File: src/rtl/sar_adc_scan.sv
// Multi-channel SAR ADC scan controller: masked round-robin over CH channels,
// N-bit binary search per sample, 2^AVG_LOG2-sample averaging, valid/ready result register.
module sar_adc_scan #(
    parameter int N        = 10,
    parameter int CH       = 4,
    parameter int VIN_W    = 13,
    parameter int VREF     = 5000,
    parameter int AVG_LOG2 = 0,
    localparam int LSB     = VREF / (1 << N),
    localparam int CHW     = (CH > 1) ? $clog2(CH) : 1
) (
    input  logic                  clk,
    input  logic                  reset_n,
    input  logic                  start,
    input  logic                  cont,
    input  logic                  abort,
    input  logic [CH-1:0]         ch_mask,
    input  logic [CH*VIN_W-1:0]   vin,
    output logic [N-1:0]          dout,
    output logic [CHW-1:0]        dout_ch,
    output logic                  dout_valid,
    input  logic                  dout_ready,
    output logic                  busy,
    output logic                  overrun
);
    localparam int BW   = $clog2(N);
    localparam int CW   = AVG_LOG2 + 1;
    localparam int AW   = N + AVG_LOG2;
    localparam int CMPW = VIN_W + N;

    typedef enum logic [1:0] {IDLE, SAMPLE, CONVERT, ACCUM} state_t;

    state_t            state_q, state_d;
    logic [VIN_W-1:0]  vin_s_q, vin_s_d;
    logic [N-1:0]      code_q, code_d;
    logic [BW-1:0]     bit_q, bit_d;
    logic [AW-1:0]     acc_q, acc_d;
    logic [CW-1:0]     cnt_q, cnt_d;
    logic [CHW-1:0]    ch_q, ch_d;
    logic [CH-1:0]     mask_q, mask_d;
    logic              cont_q, cont_d;
    logic [N-1:0]      dout_q, dout_d;
    logic [CHW-1:0]    dout_ch_q, dout_ch_d;
    logic              valid_q, valid_d;
    logic              ovr_q, ovr_d;

    // {found, index} of the lowest set mask bit strictly above cur
    function automatic logic [CHW:0] find_above(input logic [CH-1:0] m, input logic [CHW-1:0] cur);
        logic [CHW:0] r;
        r = '0;
        for (int k = CH - 1; k >= 0; k--) begin
            if (m[k] && (k > int'(cur))) r = {1'b1, CHW'(k)};
        end
        return r;
    endfunction

    function automatic logic [CHW-1:0] lowest_set(input logic [CH-1:0] m);
        logic [CHW-1:0] r;
        r = '0;
        for (int k = CH - 1; k >= 0; k--) begin
            if (m[k]) r = CHW'(k);
        end
        return r;
    endfunction

    logic            accept, comp, last_smp, aborting;
    logic [CHW:0]    nxt;
    logic [AW-1:0]   acc_sum;
    logic [CW-1:0]   cnt_inc;

    assign accept   = (state_q == IDLE) && start && (|ch_mask);
    assign aborting = abort && (state_q != IDLE);
    // Compare at full width so trial*LSB never wraps
    assign comp     = CMPW'(vin_s_q) >= (CMPW'(code_q) * CMPW'(LSB));
    assign acc_sum  = acc_q + AW'(code_q);
    assign cnt_inc  = cnt_q + 1'b1;
    assign last_smp = (cnt_inc == CW'(1 << AVG_LOG2));
    assign nxt      = find_above(mask_q, ch_q);

    always_ff @(posedge clk or negedge reset_n) begin
        if (!reset_n) begin
            state_q   <= IDLE;
            vin_s_q   <= '0;
            code_q    <= '0;
            bit_q     <= '0;
            acc_q     <= '0;
            cnt_q     <= '0;
            ch_q      <= '0;
            mask_q    <= '0;
            cont_q    <= 1'b0;
            dout_q    <= '0;
            dout_ch_q <= '0;
            valid_q   <= 1'b0;
            ovr_q     <= 1'b0;
        end else begin
            state_q   <= state_d;
            vin_s_q   <= vin_s_d;
            code_q    <= code_d;
            bit_q     <= bit_d;
            acc_q     <= acc_d;
            cnt_q     <= cnt_d;
            ch_q      <= ch_d;
            mask_q    <= mask_d;
            cont_q    <= cont_d;
            dout_q    <= dout_d;
            dout_ch_q <= dout_ch_d;
            valid_q   <= valid_d;
            ovr_q     <= ovr_d;
        end
    end

    always_comb begin
        state_d = state_q;
        case (state_q)
            IDLE:    if (accept) state_d = SAMPLE;
            SAMPLE:  state_d = CONVERT;
            CONVERT: if (bit_q == '0) state_d = ACCUM;
            ACCUM: begin
                if (!last_smp || nxt[CHW] || cont_q) state_d = SAMPLE;
                else                                 state_d = IDLE;
            end
            default: state_d = IDLE;
        endcase
        if (aborting) state_d = IDLE;
    end

    always_comb begin
        vin_s_d   = vin_s_q;
        code_d    = code_q;
        bit_d     = bit_q;
        acc_d     = acc_q;
        cnt_d     = cnt_q;
        ch_d      = ch_q;
        mask_d    = mask_q;
        cont_d    = cont_q;
        dout_d    = dout_q;
        dout_ch_d = dout_ch_q;
        valid_d   = valid_q;
        ovr_d     = ovr_q;
        if (valid_q && dout_ready) valid_d = 1'b0;
        case (state_q)
            IDLE: begin
                if (accept) begin
                    mask_d = ch_mask;
                    cont_d = cont;
                    ovr_d  = 1'b0;
                    ch_d   = lowest_set(ch_mask);
                    acc_d  = '0;
                    cnt_d  = '0;
                end
            end
            SAMPLE: begin
                vin_s_d = vin[int'(ch_q)*VIN_W +: VIN_W];
                code_d  = N'(1) << (N - 1);
                bit_d   = BW'(N - 1);
            end
            CONVERT: begin
                if (!comp) code_d[bit_q] = 1'b0;
                if (bit_q != '0) begin
                    code_d[bit_q - 1'b1] = 1'b1;
                    bit_d = bit_q - 1'b1;
                end
            end
            ACCUM: begin
                if (!last_smp) begin
                    acc_d = acc_sum;
                    cnt_d = cnt_inc;
                end else if (!abort) begin
                    dout_d    = N'(acc_sum >> AVG_LOG2);
                    dout_ch_d = ch_q;
                    valid_d   = 1'b1;
                    if (valid_q && !dout_ready) ovr_d = 1'b1;
                    acc_d     = '0;
                    cnt_d     = '0;
                    ch_d      = nxt[CHW] ? nxt[CHW-1:0] : lowest_set(mask_q);
                end
            end
            default: ;
        endcase
        if (aborting) begin
            acc_d = '0;
            cnt_d = '0;
        end
    end

    assign dout       = dout_q;
    assign dout_ch    = dout_ch_q;
    assign dout_valid = valid_q;
    assign busy       = (state_q != IDLE);
    assign overrun    = ovr_q;

endmodule

File: config.mk
export PLATFORM = sky130hd
export DESIGN_NAME = sar_adc_scan
export DESIGN_NICKNAME = d
export VERILOG_FILES = /design/src/rtl/sar_adc_scan.sv
export SDC_FILE = /design/constraint.sdc
export NUM_CORES = 1
export LEC_CHECK = 0
export ABC_AREA = 1
export CORE_MARGIN = 2
export CORE_UTILIZATION = 50
export DETAILED_ROUTE_END_ITERATION = 8
export PLACE_DENSITY = 0.81
export SLEW_MARGIN = 20
export SYNTH_ARGS = -nofsm -noshare
export SYNTH_HDL_FRONTEND = slang
export SYNTH_SLANG_ARGS = --single-unit
File: constraint.sdc
create_clock -name clk -period 1.85 [get_ports clk]
set_clock_uncertainty 0.1 [all_clocks]
set_input_delay 0.37 -clock clk [delete_from_list [all_inputs] [get_ports clk]]
set_output_delay 0.37 -clock clk [all_outputs]
set_load 0.05 [all_outputs]
==> run_results.csv, run 1 <==
group,metric,value,unit
yosys,yosysUniqueCellTypes,33,
routing,drt-pass1-iter-count,4,
critical_path,crit_chain,"inv_2 > ha_4 > nand2_1 > nand2_1 > nand2_1 > nand2_2 > o21ai_4 > buf_6 > nand3_2 > nand2_2 > nand2_2 > nand2_1 > nand2_1",
die,rows,28,
global_route,grt.overflow.total,0,
global_route,grt_max_degree,51,
place,port_buffers,76,
yosys,synthArstFlopShare,100.0,%
critical_path,critPathCaptureType,"register",
critical_path,rrSetupSlack,60,ps
sta,rsz0062_at_grt,"yes",
die,die_h,82.03,µm
min_path,hold_start,"dout[0]",
global_route,antenna_found_initial,0,
sta,drv_slew,0,
yosys,synth-warning-count,0,
sta,setup_tns,0,ps
clocking,clockBufferDepth,2,
die,core,5886,µm²
global_route,grt_pass1_vias,2841,
routing,via_per_inst,5.222,
routing,drc,0,
yosys,netlist_top_cells_area,"dfrtp_1 (41%), nand2_1 (13%), ha_1 (7.8%), nor2_1 (7.0%), o21ai_0 (6.9%)",
yosys,yosys-top-cells-count,"nand2_1 (103), nor2_1 (57), dfrtp_1 (50)",
power_and_ir_drop,ir_worst_vdd,0.001155,V
power_and_ir_drop,power_density,1549,nW/µm²
sta,tightestPinTransition,420.1,ps
finish,nFillCells,464,
clocking,cts_root_buffer,"clkbuf_8",
critical_path,critPathSlowestCell,"dfrtp_1",
min_path,hold_class,"register to register",
finish,fin_area,4328,µm²
yosys,syn-num-nets,483,
critical_path,crit_required,1940,ps
place,placedInstanceArea,3989,µm²
finish,synthToLayoutAreaGrowth,42.17,%
sta,setup_viol,0,
critical_path,cp_num_buf_inv,2,
die,die_area,6728,µm²
die,ios,77,
yosys,netlist_instances,402,
routing,drt-initial-drc-count,192,
status,status,"finished clean",
critical_path,path_max_fanout,5,
power_and_ir_drop,power,6.705,mW
sta,slew_headroom,71.96,%
clocking,worstSkewPairLatency,300,ps
flow_run,maxCapViolCount,0,
sta,finalCritPeriodShare,96.95,%
clocking,cts.sink_count,50,
critical_path,worstReg2RegEnd,"code_q[1]",
die,start_util,51.72,%
place,place_congestion,0.8802,
yosys,yosysMostFrequentCell,"nand2_1",
routing,drt.antenna.violating_nets,0,
yosys,ys_seq_area_share,41.10,%
critical_path,worstPathArrival,1890,ps
power_and_ir_drop,p_leak,2.005,nW
die,die_w,82.03,µm
yosys,synth_area,3044,µm²
yosys,synth_edf_count,0,
critical_path,max_stage_delay,410,ps
yosys,synth_top_area_share,41.10,%
finish,fin_util,73.53,%
finish,drive_gt1_share,19.37,%
sta,final_hold_viol_count,0,
routing,detailroute.via_count,3034,
critical_path,critPathLaunchType,"register",
routing,routedWlPerCell,14.23,µm
critical_path,cpMostUsedCell,"nand2_1",
yosys,postSynthAreaPerCell,7.573,µm²
clocking,cts_tree,"done",
finish,fin_nets,586,
place,hpwlAfterDp,5913,µm
routing,totalWireLength,8270,µm
global_route,grt_pass1_wl,12850,µm
clocking,numCtsBuffers,5,
critical_path,r2r_cells,13,
min_path,holdPathEnd,"dout[0]",
sta,min_period,1793,ps
critical_path,cp_top_family,"simple AND/OR/NAND/NOR gates",
finish,antenna_cells,0,
clocking,cts_max_level,2,
min_path,min_path_cells,2,
critical_path,rr_startpoint,"code_q[1]",
sta,fmax,0.5576,GHz
clocking,path_clk_slew,90,ps
global_route,grtUsageTotal,24.84,%
yosys,synth-seq-cells,50,
critical_path,path_class,"register to register",
yosys,ys.flop_type,"dfrtp_1",
yosys,yosys.area.top_type,"dfrtp_1",
==> power breakdown <==
group | switching [mW] | leakage (nW) | internal (mW)
Sequential | 0.335 | 0.625 | 1.52
Clock | 0.351 | 0.0482 | 0.302
Combinational | 2.50 | 1.33 | 1.69
Total | 3.19 | 2.01 | 3.51
==> layout by cell type, fill, tap and decap left out, types with 3 or more instances in the layout <==
cell type and n:
nand2_1 95, clkdlybuf4s50_1 60, nor2_1 55, dfrtp_1 50
o21ai_0 41, buf_4 40, inv_1 35, nand3_1 13
ha_1 13, a21oi_1 11, a221oi_1 10, nand2_2 10
inv_2 8, ha_4 6, clkbuf_8 6, nand3_2 5
nor2_2 4, a41oi_1 3, nand4_1 3, o22ai_1 3
o21ai_1 3, buf_12 3
==> layer usage <==
| metal | vias to the layer above | share of wire (%) | wire length (µm) | global-route usage [%] |
|---|---|---|---|---|
| li1 | 1520 | - | - | - |
| met5 | - | 0 | 0 | 0 |
| met1 | 1432 | 42 | 3469 | 31.97 |
| met4 | 0 | 1.1 | 91 | 7.000 |
| met3 | 8 | 3.8 | 316 | 2.747 |
| met2 | 74 | 53 | 4393 | 44.07 |
==> cells by family after synthesis <==
| group | count (synthesis) | synth area share (%) |
|---|---|---|
| multiplexers | 2 | 0.7398 |
| flip-flops | 50 | 41.10 |
| buffers and inverters | 58 | 7.480 |
| AO/OA/AOI/OAI | 80 | 15.66 |
| adder cells (fa/ha/maj) | 19 | 7.809 |
| XOR/XNOR | 2 | 1.439 |
| AND/OR/NAND/NOR | 191 | 25.77 |
==> worst reg2reg max path: stages, from the launching register on <==
cell	delay, ps
dfrtp_1	410
inv_2	90
ha_4	200
nand2_1	70
nand2_1	60
nand2_1	60
nand2_2	60
o21ai_4	190
buf_6	150
nand3_2	70
nand2_2	80
nand2_2	40
nand2_1	50
nand2_1	60
==> area by class of cell <==
cell class                 count  area, µm²  share of cell area [%]
tap                           75      93.84                   2.168
clock buffer                   7      86.33                   1.995
multi-input combinational    295       1718                   39.69
inverter                      46      175.2                   4.047
clock inverter                 1      5.005                  0.1156
timing repair buffer         107      998.5                   23.07
sequential                    50       1251                   28.91
==> state kept, by name, summed over array words and instances (netlist names) <==
name        flops
ch_q            2
dout_ch         2
state_q         2
dout_valid      1
bit_q           4
vin_s_q        13
overrun         1
mask_q          4
code_q         10
cont_q          1
dout           10
==> how the worst max path moves through the flow <==
stage / startpoint / slack (ps) / cells past startpoint / to
after CTS: state_q[1] / 20 / 6 / busy
after floorplan: vin_s_q[11] / 190 / 9 / code_q[0]
after global placement: ch_mask[2] / 3 / 9 / ch_q[1]
after detailed placement: ch_mask[2] / -100 / 9 / ch_q[1]
final: code_q[1] / 60 / 13 / code_q[1]
after global routing: code_q[4] / -80 / 10 / code_q[4]
==> through the flow <==
stage,hold slack [ps],std cells,setup slack (ps)
floorplan,-25.59,402,190.6
global placement,277.7,561,3.298
detailed placement,282.4,561,-97.15
CTS,395.2,572,20.75
global route,425.0,581,-83.09
finish,389.1,581,56.51
==> repair_timing <==
item                                    CTS  global route
hold endpoints to repair                 50             0
hold buffers                              1             0
pin swaps                                 0            20
buffers inserted                          2             8
gates resized for setup                   3            36
endpoints found under the setup margin    1            11
cloned                                    0             2
No activity file was read; power rests on OpenSTA's default activity.
==> run 2, diff against run 1 <==
==> constraint.sdc (replaced) <==
create_clock -name clk -period 1.68 [get_ports clk]
set_clock_uncertainty 0.1 [all_clocks]
set_input_delay 0.336 -clock clk [delete_from_list [all_inputs] [get_ports clk]]
set_output_delay 0.336 -clock clk [all_outputs]
set_load 0.05 [all_outputs]
==> run_results.csv, run 2 (synthesis gave the netlist of run 1 again) <==
group,metric,value,unit
sta,min_period,1868,ps
finish,multi_input_area,1748,µm²
finish,synthToLayoutAreaGrowth,53.80,%
die,die_h,82.03,µm
critical_path,crit_required,1760,ps
flow_run,maxCapViolCount,0,
finish,fin_nets,606,
finish,antenna_cells,0,
clocking,path_clk_slew,90,ps
place,hpwlAfterDp,6583,µm
sta,tightestPinTransition,488.8,ps
finish,layout_common_cells,"nand2_1 (92), clkdlybuf4s50_1 (60), nor2_1 (53)",
finish,nFillCells,361,
sta,fin_ws,-188.3,ps
sta,setup_tns,-1163,ps
finish,regArea,1251,µm²
clocking,clockBufferDepth,2,
die,die_w,82.03,µm
critical_path,path_max_fanout,4,
die,die_area,6728,µm²
finish,largest_register_ffs,13,
sta,drv_slew,0,
place,pre_cts_ws,-257.6,ps
die,rows,28,
routing,via_per_inst,5.517,
power_and_ir_drop,ir_worst_vdd,0.001335,V
global_route,antenna_found_initial,0,
critical_path,rrSetupSlack,-190,ps
power_and_ir_drop,p_leak,2.165,nW
status,status,"finished with violations",
die,start_util,51.72,%
clocking,worstSkewPairLatency,300,ps
sta,setup_viol,12,
clocking,cts_tree,"done",
global_route,grt_pass1_vias,3211,
clocking,cts_root_buffer,"clkbuf_8",
clocking,cts.sink_count,50,
min_path,hold_class,"input pin to asynchronous set/reset pin",
critical_path,critPathLaunchType,"register",
critical_path,path_class,"register to register",
clocking,cts_max_level,2,
status,violations,"setup timing",
critical_path,worstPathArrival,1950,ps
sta,finalCritPeriodShare,111.2,%
place,placedInstanceArea,4319,µm²
finish,drive_gt1_share,24.19,%
routing,drc,0,
global_route,grtUsageTotal,28.34,%
place,place_congestion,0.8850,
routing,drt.antenna.violating_nets,0,
finish,final_common_cell,"nand2_1",
power_and_ir_drop,power_density,1704,nW/µm²
die,ios,77,
critical_path,critPathCaptureType,"register",
sta,fmax,0.5352,GHz
routing,detailroute.via_count,3310,
sta,slew_headroom,67.41,%
global_route,grt.overflow.total,0,
place,port_buffers,76,
finish,top_register,"vin_s_q",
sta,fin_hold_ws,415.3,ps
sta,final_hold_viol_count,0,
die,core,5886,µm²
routing,drt-initial-drc-count,235,
global_route,grt_max_degree,23,
routing,drt-pass1-iter-count,7,
clocking,numCtsBuffers,5,
sta,rsz0062_at_grt,"yes",
routing,routedWlPerCell,15.79,µm
finish,fin_area,4682,µm²
global_route,grt_pass1_wl,14550,µm
routing,totalWireLength,9475,µm
## run 2: stage by stage
step / instances / power, mW / utilization [%]
CTS: 592 / 7.472 / 76.40
global placement: 580 / 6.443 / 73.38
finish: 600 / 7.976 / 79.55
global route: 600 / 8.532 / 79.55
detailed placement: 580 / 6.610 / 73.38
floorplan: 402 / 4.724 / -
## run 2: path summary, 6_finish.rpt
check	start	to	cells past startpoint
max in group asynchronous	reset_n	vin_s_q[3]	3
min reg2reg	cont_q	cont_q	1
min in group clk	cont_q	cont_q	1
max reg2reg	code_q[1]	code_q[2]	13
min	reset_n	vin_s_q[11]	2
max	code_q[1]	code_q[2]	13
## run 2: power breakdown
| group | total, mW | leakage [nW] | internal, mW | switching [mW] |
|---|---|---|---|---|
| combinational | 5.20 | 1.50 | 2.29 | 2.91 |
| clock | 0.664 | 0.0383 | 0.288 | 0.376 |
| sequential | 2.12 | 0.625 | 1.67 | 0.441 |
| total | 7.98 | 2.16 | 4.25 | 3.73 |
## run 2: area by class of cell
class,count,share of cell area (%)
Sequential cell,50,26.72
Multi-Input combinational cell,294,37.33
Inverter,46,3.688
Timing Repair Buffer,128,28.62
Tap cell,75,2.004
Clock buffer,7,1.630
## run 2: routing by layer
layer	GRT usage, %	wire (µm)	vias to the layer above
met5	0	0	-
met4	9.667	243	0
met3	4.396	437	25
met2	53.58	5206	132
met1	32.09	3587	1592
li1	-	-	1561
## run 2: repair_timing
action                                  CTS  global route
endpoints found under the setup margin   16            34
buffers inserted                          3             8
cloned                                    1             0
hold endpoints to repair                 15             0
pin swaps                                11            12
resized for setup                        15            36
hold buffers                              1             0
## run 2: critical path: stages, from the launching register on
cell	delay (ps)
dfrtp_1	410
inv_2	100
ha_4	210
nand2_2	50
inv_1	50
nand3_1	60
nand2_1	70
o21ai_2	170
buf_4	170
nand3_2	60
nand2_1	90
nand2_2	60
nand2_2	80
nand2_1	80
==> RTL change, RTL diff (flow settings as in run 1) <==
`dout_q` no longer has a reset.
--- a/src/rtl/sar_adc_scan.sv
+++ b/src/rtl/sar_adc_scan.sv
@@ -90,3 +90,2 @@
             cont_q    <= 1'b0;
-            dout_q    <= '0;
             dout_ch_q <= '0;
@@ -104,3 +103,2 @@
             cont_q    <= cont_d;
-            dout_q    <= dout_d;
             dout_ch_q <= dout_ch_d;
@@ -109,2 +107,6 @@
         end
+    end
+
+    always_ff @(posedge clk) begin
+        dout_q <= dout_d;
     end
Formal check against the unedited RTL: no difference found for any inputs over 10 cycles, from zero or initial values and one cycle with reset_n low; that may be too few to reach the edited logic, so the function may still have changed.
==> RTL change against run 1 <==
  * Non-clock buffer count fell by 13
  * First-iteration DRC count decreased by 11%
  * Power is 15% lower
  * Sequential cell count is the same
  * Design area down 5.4%
  * Worst setup slack worse by 0.044 ns
  * Wire length is 4.2% lower
  * Synthesized area down 1.8%
  * Largest cell class unchanged
==> RTL change: results (changes against run 1) <==
[outcome] run status finished clean
[worst_setup_path] endpoint arrival time on the critical path 1.95 ns [+0.06 ns]
[place] weighted congestion at the end of routability-driven global placement 0.849 [-3.5%]
[synth] largest cells by area after synthesis sky130_fd_sc_hd__dfrtp_1 33%, sky130_fd_sc_hd__nand2_1 11%, sky130_fd_sc_hd__edfxtp_1 10%, sky130_fd_sc_hd__ha_1 7.9%, sky130_fd_sc_hd__nor2_1 7.0%
[synth] complex-gate fraction of the synthesized area 15.1% [-0.51 points]
[synth] asr flop ratio synth 80.0% [-20 points]
[power] Net Switching 0.00269 W [-16%]
[routing] first-iteration detailed-routing DRC count 171 [-11%]
[layout] share of layout cells above drive strength 1 16.3% [-3.1 points]
[synth] cell count after synthesis 378 [-6.0%]
[cts] Post-CTS Setup Inserts 0 [-2]
[grt] GRT met1 Usage 28.6% [-3.3 points]
[place] standard cell area after detailed placement 3880 sq um [-2.7%]
[grt] GRT Resource Usage Total 24.0% [-0.87 points]
[synth] number of enable-type register cells in the synthesized netlist 10 [+10]
[worst_setup_path] Largest stage delay, worst path 0.41 ns [about the same]
[synth] top cell types by occurrence after synthesis 88 x sky130_fd_sc_hd__nand2_1, 56 x sky130_fd_sc_hd__nor2_1, 40 x sky130_fd_sc_hd__dfrtp_1
[grt] fraction of met3 tracks used by global routing 4.33% [+1.6 points]
[routing] mean number of vias per cell 5.33 [+2.1%]
[synth] Synth Area in Adders 7.95% [+0.14 points]
[synth] Syn Nets 459 [-5.0%]
[timing] relative slew slack 65.2% [-6.8 points]
[power] standby leakage power 1.85 nW [-7.9%]
[place] Place WS -0.0559 ns [+0.0412 ns]
[synth] Distinct cells, synth 37 [+12%]
[routing] routed wire length per instance 14.5 um [+1.8%]
[synth] xor/xnor share of the synthesized area 0.837% [-0.60 points]
[cts] worst skew pair latency 0.32 ns [+0.02 ns]
[synth] mux contribution to synthesized area 0.753% [+0.013 points]
[power] highest ir drop seen on vdd 0.00100 V [-13%]
[place] Detail Placement HPWL 5810 um [-1.7%]
[routing] detailed-routed wire length on met2 4090 um [-6.9%]
[grt] vias in the first global route 2708 [-4.7%]
[grt] largest net degree at the start of global routing 22 [-57%]
[routing] routed length on met1 3310 um [-4.7%]
[grt] global-route wire length before repair 12000 um [-6.9%]
[grt] met2 usage 42.9% [-1.2 points]
RTL change: changes by cell type in the layout (fill, tap and decap cells not counted), sizes merged, moves of 2 or more:
cell / delta
nand2: -16
inv: +4
nand4: -2
a22oi: +2
nand3: +3
clkbuf: -2
edfxtp: +10
o21ai: -12
buf: -13
dfrtp: -10
RTL change: power groups by stage:
stage / logic (W) / clock network [W] / registers, W
CTS: 0.00308 / 0.000660 / 0.00175
detailed placement: 0.00304 / 0 / 0.00177
floorplan: 0.00206 / 0 / 0.00183
finish: 0.00331 / 0.000659 / 0.00174
global route: 0.00366 / 0.000689 / 0.00178
global placement: 0.00294 / 0 / 0.00176
RTL change: path summary, 6_finish.rpt:
| check | cells after the start | startpoint | end | slack (ns) |
|---|---|---|---|---|
| worst max-delay path | 12 | code_q[5] | code_q[5] | 0.01 |
| max in group asynchronous | 3 | reset_n | vin_s_q[1] | 0.71 |
| min in group asynchronous | 2 | reset_n | code_q[4] | 0.46 |
| worst max register to register | 12 | code_q[5] | code_q[5] | 0.01 |
| worst min register to register | 0 | code_q[4] | dout[4] | 0.39 |
| worst min-delay path | 0 | code_q[4] | dout[4] | 0.39 |
RTL change: cell type report:
class,instances,area (sq um),share of cell area [%]
Tap cell,75,93.8,2.29
Multi-Input combinational cell,272,1550,37.8
Sequential cell,50,1300,31.8
Inverter,48,180,4.40
Clock buffer,5,68.8,1.68
Clock inverter,3,20.0,0.489
Timing Repair Buffer,94,881,21.5
RTL change: kinds of logic (layout without fill, tap and decap cells):
family / after synthesis / count (layout)
xor+xnor: 2 / 2
compound gates: 71 / 71
mux: 2 / 2
simple gates: 176 / 178
buf+inv: 58 / 150
flops: 50 / 50
fa+ha+maj: 19 / 19
